### src/rtl/mips_mc_controller.sv
// Multicycle control unit for the TinyMIPS core with a parametrised memory bus width.
// A 32-bit instruction is fetched in BEATS = 32/WIDTH beats, one IR slot per beat.
// Memory states wait on memready. The unit also decodes bne and flags illegal opcodes.
//
// Ports:
//   clk, rst             clock and synchronous active-high reset
//   op                   instr[31:26]
//   zero                 ALU zero flag, used by beq/bne
//   memready             memory access completes this cycle
//   memread, memwrite    memory strobes
//   alusrca, memtoreg,   datapath selects and enables
//   iord, regwrite,
//   regdst
//   pcen                 PC register enable
//   pcsource, alusrcb,   datapath mux and ALU selects
//   aluop
//   irwrite              one-hot IR slot write enable, one bit per fetch beat
//   illegal              one-cycle pulse in DECODE for an unrecognised opcode
module mips_mc_controller #(
  parameter int unsigned WIDTH = 8,
  parameter int unsigned BEATS = 32 / WIDTH
) (
  input  logic             clk,
  input  logic             rst,
  input  logic [5:0]       op,
  input  logic             zero,
  input  logic             memready,
  output logic             memread,
  output logic             memwrite,
  output logic             alusrca,
  output logic             memtoreg,
  output logic             iord,
  output logic             regwrite,
  output logic             regdst,
  output logic             pcen,
  output logic [1:0]       pcsource,
  output logic [1:0]       alusrcb,
  output logic [1:0]       aluop,
  output logic [BEATS-1:0] irwrite,
  output logic             illegal
);

  localparam int unsigned BeatW = (BEATS > 1) ? $clog2(BEATS) : 1;

  localparam logic [5:0] OpLb   = 6'b100000;
  localparam logic [5:0] OpSb   = 6'b101000;
  localparam logic [5:0] OpRtype = 6'b000000;
  localparam logic [5:0] OpBeq  = 6'b000100;
  localparam logic [5:0] OpBne  = 6'b000101;
  localparam logic [5:0] OpJ    = 6'b000010;
  localparam logic [5:0] OpAddi = 6'b001000;

  // All fetch beats share one state; beat_q selects the IR slot.
  typedef enum logic [3:0] {
    StFetch,
    StDecode,
    StMemAdr,
    StLbRd,
    StLbWr,
    StSbWr,
    StRtEx,
    StRtWr,
    StBeqEx,
    StBneEx,
    StJEx,
    StAddiEx,
    StAddiWr
  } state_e;

  state_e           state_q, state_d;
  logic [BeatW-1:0] beat_q, beat_d;

  always_ff @(posedge clk) begin
    if (rst) begin
      state_q <= StFetch;
      beat_q  <= '0;
    end else begin
      state_q <= state_d;
      beat_q  <= beat_d;
    end
  end

  always_comb begin
    state_d  = state_q;
    beat_d   = beat_q;
    memread  = 1'b0;
    memwrite = 1'b0;
    alusrca  = 1'b0;
    memtoreg = 1'b0;
    iord     = 1'b0;
    regwrite = 1'b0;
    regdst   = 1'b0;
    pcen     = 1'b0;
    pcsource = 2'b00;
    alusrcb  = 2'b00;
    aluop    = 2'b00;
    irwrite  = '0;
    illegal  = 1'b0;

    unique case (state_q)
      StFetch: begin
        memread = 1'b1;
        alusrcb = 2'b01;  // PC + WIDTH/8
        if (memready) begin
          irwrite = BEATS'(1) << beat_q;
          pcen    = 1'b1;
          if (beat_q == BeatW'(BEATS - 1)) begin
            beat_d  = '0;
            state_d = StDecode;
          end else begin
            beat_d = beat_q + 1'b1;
          end
        end
      end
      StDecode: begin
        alusrcb = 2'b11;  // branch target precompute
        case (op)
          OpLb, OpSb: state_d = StMemAdr;
          OpRtype:    state_d = StRtEx;
          OpBeq:      state_d = StBeqEx;
          OpBne:      state_d = StBneEx;
          OpJ:        state_d = StJEx;
          OpAddi:     state_d = StAddiEx;
          default: begin
            illegal = 1'b1;
            state_d = StFetch;
          end
        endcase
      end
      StMemAdr: begin
        alusrca = 1'b1;
        alusrcb = 2'b10;
        state_d = (op == OpSb) ? StSbWr : StLbRd;
      end
      StLbRd: begin
        memread = 1'b1;
        iord    = 1'b1;
        if (memready) state_d = StLbWr;
      end
      StLbWr: begin
        regwrite = 1'b1;
        memtoreg = 1'b1;
        state_d  = StFetch;
      end
      StSbWr: begin
        memwrite = 1'b1;
        iord     = 1'b1;
        if (memready) state_d = StFetch;
      end
      StRtEx: begin
        alusrca = 1'b1;
        aluop   = 2'b10;
        state_d = StRtWr;
      end
      StRtWr: begin
        regwrite = 1'b1;
        regdst   = 1'b1;
        state_d  = StFetch;
      end
      StBeqEx, StBneEx: begin
        alusrca  = 1'b1;
        aluop    = 2'b01;
        pcsource = 2'b01;
        pcen     = (state_q == StBeqEx) ? zero : ~zero;
        state_d  = StFetch;
      end
      StJEx: begin
        pcsource = 2'b10;
        pcen     = 1'b1;
        state_d  = StFetch;
      end
      StAddiEx: begin
        alusrca = 1'b1;
        alusrcb = 2'b10;
        state_d = StAddiWr;
      end
      StAddiWr: begin
        regwrite = 1'b1;
        state_d  = StFetch;
      end
      default: begin
        state_d = StFetch;
        beat_d  = '0;
      end
    endcase

    // Outputs are held quiet for the whole reset period, including mid-instruction aborts.
    if (rst) begin
      memread  = 1'b0;
      memwrite = 1'b0;
      alusrca  = 1'b0;
      memtoreg = 1'b0;
      iord     = 1'b0;
      regwrite = 1'b0;
      regdst   = 1'b0;
      pcen     = 1'b0;
      pcsource = 2'b00;
      alusrcb  = 2'b00;
      aluop    = 2'b00;
      irwrite  = '0;
      illegal  = 1'b0;
    end
  end

endmodule

### config.mk
export PLATFORM = sky130hd
export DESIGN_NAME = mips_mc_controller
export DESIGN_NICKNAME = d
export VERILOG_FILES = /design/src/rtl/mips_mc_controller.sv
export SDC_FILE = /design/constraint.sdc
export NUM_CORES = 1
export LEC_CHECK = 0
export ABC_AREA = 0
export ABC_CLOCK_PERIOD_IN_PS = 1500
export BUFFER_PORTS_ARGS = -buffer_cell sky130_fd_sc_hd__buf_2
export CORE_MARGIN = 5
export CORE_UTILIZATION = 50
export DETAILED_ROUTE_END_ITERATION = 12
export HOLD_SLACK_MARGIN = 0.12
export PLACE_DENSITY = 0.79
export SLEW_MARGIN = 20
export SYNTH_ARGS = -nofsm -noshare
export SYNTH_HDL_FRONTEND = slang
export SYNTH_SLANG_ARGS = --single-unit
export TNS_END_PERCENT = 30
### constraint.sdc
create_clock -name clk -period 1.5 [get_ports clk]
set_input_delay 0.075 -clock clk [delete_from_list [all_inputs] [get_ports clk]]
set_output_delay 0.075 -clock clk [all_outputs]
set_load 0.02 [all_outputs]
==> impl_metrics.env <==
export IMPL_outcome="complete, but fails checks"
export IMPL_violations="setup timing"
export IMPL_antenna_found_initial=0
export IMPL_rows=15
export IMPL_core_sq_um=1730
export IMPL_syn_nets=137
export IMPL_clock_fmax_mhz=653
export IMPL_crit_arrival_ns=1.46
export IMPL_finalHoldViolCount=0
export IMPL_fin_crit_ns=1.53
export IMPL_drc_errors=0
export IMPL_grt_pass1_vias=1027
export IMPL_syn2layout_area_growth_pct=42.7
export IMPL_cts_max_path_buffers=2
export IMPL_drt_initial_drc_count=43
export IMPL_ys_ff_latch=6
export IMPL_p_per_area_nw_per_um2=430
export IMPL_syn_area_sq_um=900
export IMPL_synth_ff_type="dfxtp_1"
export IMPL_cts_buffers=3
export IMPL_routed_via_density=5.76
export IMPL_dr_pass1_iters=4
export IMPL_path_cells="and2b_2 -> nor3_2 -> a21oi_1 -> nor3_1 -> buf_2"
export IMPL_critPathCaptureType="output port"
export IMPL_drive_gt1_frac=0.421
export IMPL_dp_hpwl_microns=1850
export IMPL_slowest_stage="dfxtp_4"
export IMPL_start_util=0.521
export IMPL_cp_required_ns=1.42
export IMPL_clock_sinks=6
export IMPL_synthCells=123
export IMPL_multiInputGateArea_sq_um=767
export IMPL_synth_top_area_share=0.134
export IMPL_place_congestion=0.904
export IMPL_grt_pass1_wl_microns=4370
export IMPL_rsz0062_at_grt="true"
export IMPL_n_antenna_cell=0
export IMPL_die_y_microns=52.4
export IMPL_min_from="rst"
export IMPL_fin_ws_ns=-0.0311
export IMPL_seqCellArea_sq_um=133
export IMPL_dieArea_sq_um=2750
export IMPL_whs_path_depth=2
export IMPL_leakage_nw=0.560
export IMPL_dp_cells=178
export IMPL_grt_usage=0.208
export IMPL_cts_htree_levels=1
export IMPL_fin_util=0.743
export IMPL_slowest_delay_ns=0.40
export IMPL_io_pins=29
export IMPL_async_flop_share=0
export IMPL_cts_tree="built"
export IMPL_crit_fanout=8
export IMPL_drt_total_wl_microns=2760
export IMPL_yosysWarningCount=0
export IMPL_dieWidth_microns=52.4
export IMPL_hp_class="input port to register"
export IMPL_reg2reg_depth=4
export IMPL_final_fill_count=135
export IMPL_r2r_start="state_q[3]"
export IMPL_rr_endpoint="beat_q[0]"
export IMPL_synthTopCellsByArea="dfxtp_1 13%, a21oi_1 7.8%, ha_1 5.6%"
export IMPL_worstHoldEndpoint="beat_q[1]"
export IMPL_crit_type="register to output port"
export IMPL_maxCapViolCount=0
export IMPL_layout_nets=180
export IMPL_critPathLaunchType="register"
export IMPL_ys_seq_area_frac=0.134
export IMPL_yosysUniqueCellTypes=40
export IMPL_fin_skew_ns=0.0137
export IMPL_via_count=1089
export IMPL_root_buffer="clkbuf_4"
export IMPL_setup_violations_final=4
export IMPL_max_slew_margin=0.787
export IMPL_clk_latency_ns=0.26
export IMPL_portBuffers=28
export IMPL_final_cell_count_no_fill=189
export IMPL_peakVddDrop_mv=0.300
export IMPL_worst_pin_slew_ns=0.320
export IMPL_routedWlPerCell_microns=14.6
export IMPL_avgSynthCellArea_sq_um=7.31
export IMPL_period_share=1.02
export IMPL_critPathTopFamily="simple AND/OR/NAND/NOR gates"
export IMPL_maxSlewViolCount=0
export IMPL_grt_max_degree=14
export IMPL_globalRouteOverflowTotal=0
export IMPL_clk_pin_slew_worst_paths_ns=0.05
export IMPL_synth_edf_count=0
export IMPL_r2r_slack_ns=0.08
export IMPL_ant_nets=0
export IMPL_cp_num_buf_inv=1
export IMPL_synth_area_leader_cell="dfxtp_1"
-- layout make-up --
cell class              count  area share
flip-flops and latches      6       0.103
well taps                  25      0.0244
clock buffers               3      0.0175
multi-input cells         103       0.597
repair buffers             48       0.246
inverters                   4      0.0117
-- cell families (layout without fill, tap and decap cells) --
logic type,Yosys count,after routing,synth area share
AOI/OAI and AO/OA,36,36,0.299
adders and majority gates,4,4,0.0556
buffers and inverters,14,55,0.0737
DFF,6,6,0.134
muxes,2,2,0.0250
and+or+nand+nor,61,61,0.413
-- power by group --
group	leakage, nW	total [W]	internal [W]	switching [W]
Clock	0.0138	0.000159	0.0000911	0.0000681
Sequential	0.0517	0.000178	0.000166	0.0000125
Combinational	0.495	0.000215	0.0000960	0.000119
-- timing repair --
action | in CTS | in global routing
resized for setup | 12 | 12
hold buffers | 1 | 0
setup buffers | 5 | 2
gates cloned | 0 | 0
hold endpoints to repair | 1 | 0
pin swaps | 4 | 2
setup endpoints to repair | 21 | 14
-- metal layers --
metal,wire [microns],track usage,up-vias
li1,-,-,543
met2,1290,0.333,51
met4,83,0.106,0
met3,169,0.0285,9
met5,0,0,-
met1,1230,0.269,486
-- sequential cells by signal (all words and copies together) (netlist names) --
register / flops
beat_q: 2
state_q: 4
-- placed cells by master, fill, tap and decap left out, drive strengths merged, types with 4 or more instances in the layout --
cell type / netlist / layout
ha: 4 / 4
nor3: 6 / 6
a21oi: 14 / 14
o21ai: 5 / 5
and2: 4 / 4
nand2: 6 / 6
nor2b: 4 / 4
buf: 6 / 47
nor2: 11 / 11
nand2b: 5 / 5
nand3: 4 / 4
dfxtp: 6 / 6
inv: 4 / 4
nor4: 5 / 5
-- how the worst max path moves through the flow --
stage	endpoint	start	slack [ns]	cells past startpoint
6_report	alusrcb[1]	state_q[3]	-0.03	5
5_1_grt	alusrcb[1]	state_q[3]	-0.11	5
4_1_cts	alusrcb[1]	state_q[3]	-0.05	5
3_5_place_dp	beat_q[0]	state_q[2]	-0.04	4
3_3_place_gp	beat_q[1]	state_q[2]	0.007	4
2_1_floorplan	pcsource[0]	state_q[3]	-0.08	3
-- synth_stat cells, types with 3 or more instances --
cell,n
nor3b_1,3
a21oi_1,14
nand3_1,4
and2_1,4
nor2_1,9
nor3_1,6
nor4b_1,3
nand2_1,5
o21ai_1,3
o2bb2ai_1,3
inv_1,4
nand2b_1,5
ha_1,4
nor2b_1,4
nor4_1,5
clkbuf_1,4
buf_2,5
dfxtp_1,6
-- worst register-to-register path, delay by kind of cell (launching register included) --
kind / cells / cell delay (ns)
AO/OA/AOI/OAI: 1 / 0.36
flip-flops: 1 / 0.37
AND/OR/NAND/NOR: 1 / 0.10
buffers and inverters: 1 / 0.16
multiplexers: 1 / 0.35
-- metrics by stage --
stage / hold WS, ns / setup WS (ns) / TNS [ns] / power, W / cell area [sq um]
2_1_floorplan: 0.275 / -0.0842 / -0.179 / 0.000315 / 906
3_3_place_gp: 0.384 / 0.00701 / 0 / 0.000371 / 1120
3_5_place_dp: 0.390 / -0.0358 / -0.0617 / 0.000379 / 1120
4_1_cts: 0.132 / -0.0473 / -0.0904 / 0.000544 / 1220
5_1_grt: 0.174 / -0.108 / -0.708 / 0.000584 / 1280
6_report: 0.148 / -0.0311 / -0.0549 / 0.000552 / 1280
Power figures use the tool's default switching activity.
